===== src/rtl/reg_file_rename.sv =====
// Architectural register file x0..x31 with per-register rename (busy/tag) state.
// Issue allocates a ROB tag to a destination; commit writes the value and releases the owning tag.
module reg_file_rename #(
    parameter int unsigned ROB_LOG = 4
) (
    input  logic               clk,
    input  logic               rst,
    input  logic               rdy_i,
    input  logic               flush_i,
    input  logic               commit_enable_i,
    input  logic [4:0]         commit_index_i,
    input  logic [ROB_LOG-1:0] commit_rob_id_i,
    input  logic [31:0]        commit_value_i,
    input  logic               issue_valid_i,
    input  logic [4:0]         issue_dest_i,
    input  logic [ROB_LOG-1:0] issue_rob_id_i,
    input  logic [4:0]         rs1_index_i,
    input  logic [4:0]         rs2_index_i,
    output logic               rs1_busy_o,
    output logic [ROB_LOG-1:0] rs1_tag_o,
    output logic [31:0]        rs1_value_o,
    output logic               rs2_busy_o,
    output logic [ROB_LOG-1:0] rs2_tag_o,
    output logic [31:0]        rs2_value_o
);

    logic [31:0]        value_q [32];
    logic [31:0]        value_d [32];
    logic [ROB_LOG-1:0] tag_q   [32];
    logic [ROB_LOG-1:0] tag_d   [32];
    logic [31:0]        busy_q;
    logic [31:0]        busy_d;

    logic commit_act;
    logic issue_act;

    assign commit_act = rdy_i && commit_enable_i && (commit_index_i != 5'd0);
    assign issue_act  = rdy_i && !flush_i && issue_valid_i && (issue_dest_i != 5'd0);

    // Later assignments take priority: flush over commit release, issue over commit release.
    always_comb begin
        value_d = value_q;
        tag_d   = tag_q;
        busy_d  = busy_q;
        if (commit_act) begin
            value_d[commit_index_i] = commit_value_i;
            if (busy_q[commit_index_i] && (tag_q[commit_index_i] == commit_rob_id_i)) begin
                busy_d[commit_index_i] = 1'b0;
            end
        end
        if (rdy_i && flush_i) begin
            busy_d = '0;
        end
        if (issue_act) begin
            busy_d[issue_dest_i] = 1'b1;
            tag_d[issue_dest_i]  = issue_rob_id_i;
        end
    end

    always_ff @(posedge clk) begin
        if (rst) begin
            busy_q <= '0;
            for (int i = 0; i < 32; i++) begin
                value_q[i] <= '0;
                tag_q[i]   <= '0;
            end
        end else begin
            busy_q  <= busy_d;
            value_q <= value_d;
            tag_q   <= tag_d;
        end
    end

    logic [4:0]         q_idx   [2];
    logic               q_busy  [2];
    logic [ROB_LOG-1:0] q_tag   [2];
    logic [31:0]        q_value [2];

    assign q_idx[0] = rs1_index_i;
    assign q_idx[1] = rs2_index_i;

    // A same-cycle commit to the queried register is forwarded to the issue stage.
    always_comb begin
        for (int p = 0; p < 2; p++) begin
            q_busy[p]  = busy_q[q_idx[p]];
            q_tag[p]   = tag_q[q_idx[p]];
            q_value[p] = value_q[q_idx[p]];
            if (commit_act && (commit_index_i == q_idx[p])) begin
                q_busy[p]  = busy_q[q_idx[p]] && (tag_q[q_idx[p]] != commit_rob_id_i);
                q_value[p] = commit_value_i;
            end
            if (q_idx[p] == 5'd0) begin
                q_busy[p]  = 1'b0;
                q_tag[p]   = '0;
                q_value[p] = '0;
            end
        end
    end

    assign rs1_busy_o  = q_busy[0];
    assign rs1_tag_o   = q_tag[0];
    assign rs1_value_o = q_value[0];
    assign rs2_busy_o  = q_busy[1];
    assign rs2_tag_o   = q_tag[1];
    assign rs2_value_o = q_value[1];

endmodule


===== config.mk =====
export PLATFORM = sky130hd
export DESIGN_NAME = reg_file_rename
export DESIGN_NICKNAME = d
export VERILOG_FILES = /design/src/rtl/reg_file_rename.sv
export SDC_FILE = /design/constraint.sdc
export NUM_CORES = 2
export LEC_CHECK = 0
export ABC_AREA = 1
export CORE_ASPECT_RATIO = 2
export CORE_MARGIN = 2
export CORE_UTILIZATION = 45
export DETAILED_ROUTE_END_ITERATION = 8
export SLEW_MARGIN = 20
export SYNTH_ARGS = -nofsm -noshare
export SYNTH_HDL_FRONTEND = slang
export SYNTH_SLANG_ARGS = --single-unit

===== constraint.sdc =====
create_clock -name clk -period 2 [get_ports clk]
set_input_delay 0.3 -clock clk [delete_from_list [all_inputs] [get_ports clk]]
set_output_delay 0.3 -clock clk [all_outputs]
set_load 0.02 [all_outputs]

==> flow_results.org <==
** Detailed routing
- The routed design has 312300 um of wire.
- Detail-routed via count per cell :: 6.061
- The first routing iteration left 8856 violations.
- Number of detailed-routing iterations run before antenna repair :: 8
- Once detail routing completed, the nets flagged for antenna violations numbered 0.
- Summing over every cut layer, the via total after detailed routing is 75541.
- Routed wirelength normalized by instance count :: 25.05 um
- Drt drc :: 0

** Floorplan
- The floorplan step defined a core boundary enclosing 0.1435 mm^2.
- Measured along the y axis, the die boundary spans 540.7 um.
- Initial Utilization :: 0.4517
- I/O Pins :: 140
- Full die area :: 0.1472 mm^2
- Row count :: 197
- Floorplan die width :: 272.3 um

** Yosys
- The biggest area contributor in the post-synthesis netlist is dfxtp_1.
- Synth unique cells :: 34
- Of the post-synthesis cell area, the dominant cell type holds 0.3658.
- Yosys reg bits :: 1184
- For this run, the leading register cell type out of synthesis is dfxtp_1.
- By area the synthesized netlist is led by dfxtp_1 (37%), a211oi_1 (12%), o21ai_0 (9.2%).
- Synthesized area per cell :: 6.726 um^2
- For this run, the register share of the synthesized area comes to 0.3658.
- Of all flip-flops after synthesis, the portion carrying an async set or reset was 0.
- Gate count after technology mapping :: 9635
- Yosys printed 0 warnings.
- The mapped netlist covers 0.06480 mm^2.
- When the netlist entered floorplanning its net count stood at 9701.
- Yosys mapped a number of flops with a built-in enable equal to 0.

** Power
- Max VDD drop :: 0.0007358 V
- Power spread over the standard cell area amounts to 657.5 mW/mm^2.
- LEAKAGE :: 32.78 nW

** Outcome
- The run finished, with violations left.
- Failing checks :: setup timing

** GRT
- The number of antenna violations at the first check in global routing is 5.
- Largest net degree at the start of global routing :: 106
- Number of global-route vias before repair :: 68481
- Wire length of the first global-routing pass :: 449200 um
- After global routing the overflow that remains totals 0.
- Total routing usage reported by global routing :: 0.4029

** Flow run
- Max-capacitance violation count :: 0

** Clock tree
- The clock reaches the later pin of the worst-skew pair after 0.77 ns.
- Clock tree from TritonCTS :: done
- Clock slew at the register clock pins of the worst setup and hold paths :: 0.07 ns
- Clock root buffer :: clkbuf_16
- The H-tree was split into 3 levels.
- Clock tree synthesis found a total of 1184 sinks.
- In this run the deepest clock path goes through 3 buffers.
- In this run, CTS created clock tree buffers numbering 115.

** Timing
- Worst setup margin :: -0.7870 ns
- Static timing analysis puts the maximum clock frequency at 0.3588 GHz.
- Slew margin rel. :: 0.4865
- The number of max-slew violations in the final report is 0.
- Fin Clk Skew :: 0.02084 ns
- The total count of hold-check failures in the final report is 0.
- Share of the cycle needed by the critical path after routing :: 1.394
- RSZ-0062 raised after global routing :: yes
- After layout, the minimum clock period comes to 2.787 ns.
- Setup-failing EPs final :: 97
- Worst-margin pin slew :: 0.7694 ns

** Place
- After legalization and detailed placement, the total HPWL measured 207600 um.
- Cell Area, Placed :: 0.07931 mm^2
- The count of buffers added on input and output ports is 139.
- After detailed placement, the design holds a cell count of 12110.
- OpenSTA, run right after detailed placement, puts the worst setup slack at -1.406 ns.
- At the end of routability-driven placement, the weighted congestion stood at 0.9675.

** Cells and area
- Area growth from synthesis to final layout :: 38.27%
- Total Nets Final :: 10540
- Once layout is complete, the cells apart from fillers number 12463.
- Design Area, Final :: 0.08960 mm^2
- Share of post-route cells with drive strength above 1 :: 0.2861

** Setup path
- CP Data Required Time :: 1.70 ns
- The setup path with the least slack is of type reg2out.
- Along the worst path, the maximum fanout reaches 2.
- Data on the critical path arrives at its endpoint at 2.49 ns.
- Kind of end point of the critical path :: primary output
- STA classifies the critical path startpoint as a flip-flop.

** Hold path
- Type of the worst min-delay path :: in2reg
[repair_timing]
| item | 4_1_cts | 5_1_grt |
|---|---|---|
| hold buffers | 1 | 0 |
| hold endpoints to repair | 27 | 0 |
| gates resized for setup | 1337 | 846 |
| pin swaps | 380 | 466 |
| buffers inserted | 74 | 71 |
| endpoints found under the setup margin | 105 | 169 |
| cloned | 16 | 13 |
[routing by layer]
metal	part of all wire	up-vias	GRT usage
met2	0.44	4261	0.6191
met1	0.38	34832	0.5012
met4	0.088	6	0.2926
met3	0.10	1205	0.07799
li1	-	35237	-
met5	0.00012	-	0
[placed cells by master, fill, tap and decap left out, types with 129 or more instances in the layout]
| master | n |
|---|---|
| nand3_1 | 586 |
| a21oi_1 | 890 |
| o211ai_1 | 185 |
| dfxtp_2 | 252 |
| a211oi_1 | 988 |
| o21ai_0 | 683 |
| inv_1 | 597 |
| inv_2 | 131 |
| o21ai_1 | 448 |
| dfxtp_1 | 932 |
| nor2_1 | 1220 |
| nand3_2 | 158 |
| a21oi_2 | 243 |
| buf_4 | 1203 |
| buf_6 | 147 |
| clkbuf_16 | 129 |
| buf_12 | 268 |
| nand2_1 | 864 |
[registers in the layout, indices dropped and copies added, names as in the netlist]
| signal | cells |
|---|---|
| tag_q | 128 |
| value_q | 1024 |
| busy_q | 32 |
[cell families (layout without fill, tap and decap cells)]
family,count (synthesis),in the layout,synth area share
AOI/OAI and AO/OA,3623,3623,0.3289
and+or+nand+nor,3062,3062,0.1962
buffers and inverters,1760,2696,0.1084
DFF,1184,1184,0.3658
xor gates and xnor gates,6,6,0.0008109
other,0,2,0
[final timing paths]
path | startpoint | to | slack (ns) | cells past startpoint
worst min-delay path | rdy_i | busy_q[0] | 0.23 | 5
worst max register to register | tag_q[120] | busy_q[14] | -0.11 | 17
worst min register to register | value_q[1023] | value_q[1023] | 0.43 | 2
worst max-delay path | busy_q[27] | rs1_busy_o | -0.79 | 10
[critical path, cell delays in order (launching register included)]
cell	delay [ns]
dfxtp_1	0.34
inv_1	0.07
buf_4	0.13
o21ai_0	0.19
o221ai_1	0.14
nand3_1	0.17
nand3_1	0.12
nand2_1	0.08
nand2_1	0.20
nor2_4	0.17
buf_6	0.12
[synth_stat cells, types with 5 or more instances]
| cell | count |
|---|---|
| nor2_1 | 1273 |
| nand3_1 | 793 |
| a311oi_1 | 7 |
| clkbuf_1 | 647 |
| buf_2 | 213 |
| nand2_1 | 916 |
| o211ai_1 | 185 |
| o311ai_0 | 7 |
| clkinv_1 | 9 |
| xor2_1 | 6 |
| a21oi_1 | 1174 |
| nor3_2 | 8 |
| buf_4 | 40 |
| inv_2 | 19 |
| nand4_1 | 39 |
| a211oi_1 | 1022 |
| dfxtp_1 | 1184 |
| o21ai_0 | 1195 |
| buf_1 | 106 |
| o2111ai_1 | 5 |
| inv_1 | 726 |
| o221ai_1 | 20 |
| nor3_1 | 16 |
| nor2_2 | 7 |
[area by class of cell]
cell class | count | area [um^2]
Multi-Input combinational cell | 6691 | 38300
Clock inverter | 56 | 728.2
Timing Repair Buffer | 1727 | 17920
Timing Repair inverter | 1 | 8.758
Inverter | 754 | 2962
Tap cell | 1890 | 2365
Clock buffer | 158 | 3292
Sequential cell | 1184 | 24020
Fill cell | 12967 | 53850
Antenna cell | 2 | 5.005
[through the flow]
step	power (W)	hold WS [ns]	utilization	setup TNS, ns
floorplan	0.02908	0.4098	-	-1.367
global placement	0.03357	0.4183	0.5528	-707.90
detailed placement	0.03359	0.4198	0.5528	-724.21
CTS	0.05810	0.2681	0.6062	-60.87
global route	0.06027	0.2289	0.6246	-47.95
finish	0.05891	0.2289	0.6246	-40.17
[power by group]
part	switching (W)	internal, W
logic	0.00692	0.00419
registers	0.0000878	0.0237
clock network	0.0106	0.0134
No activity file was read; power rests on OpenSTA's default activity.
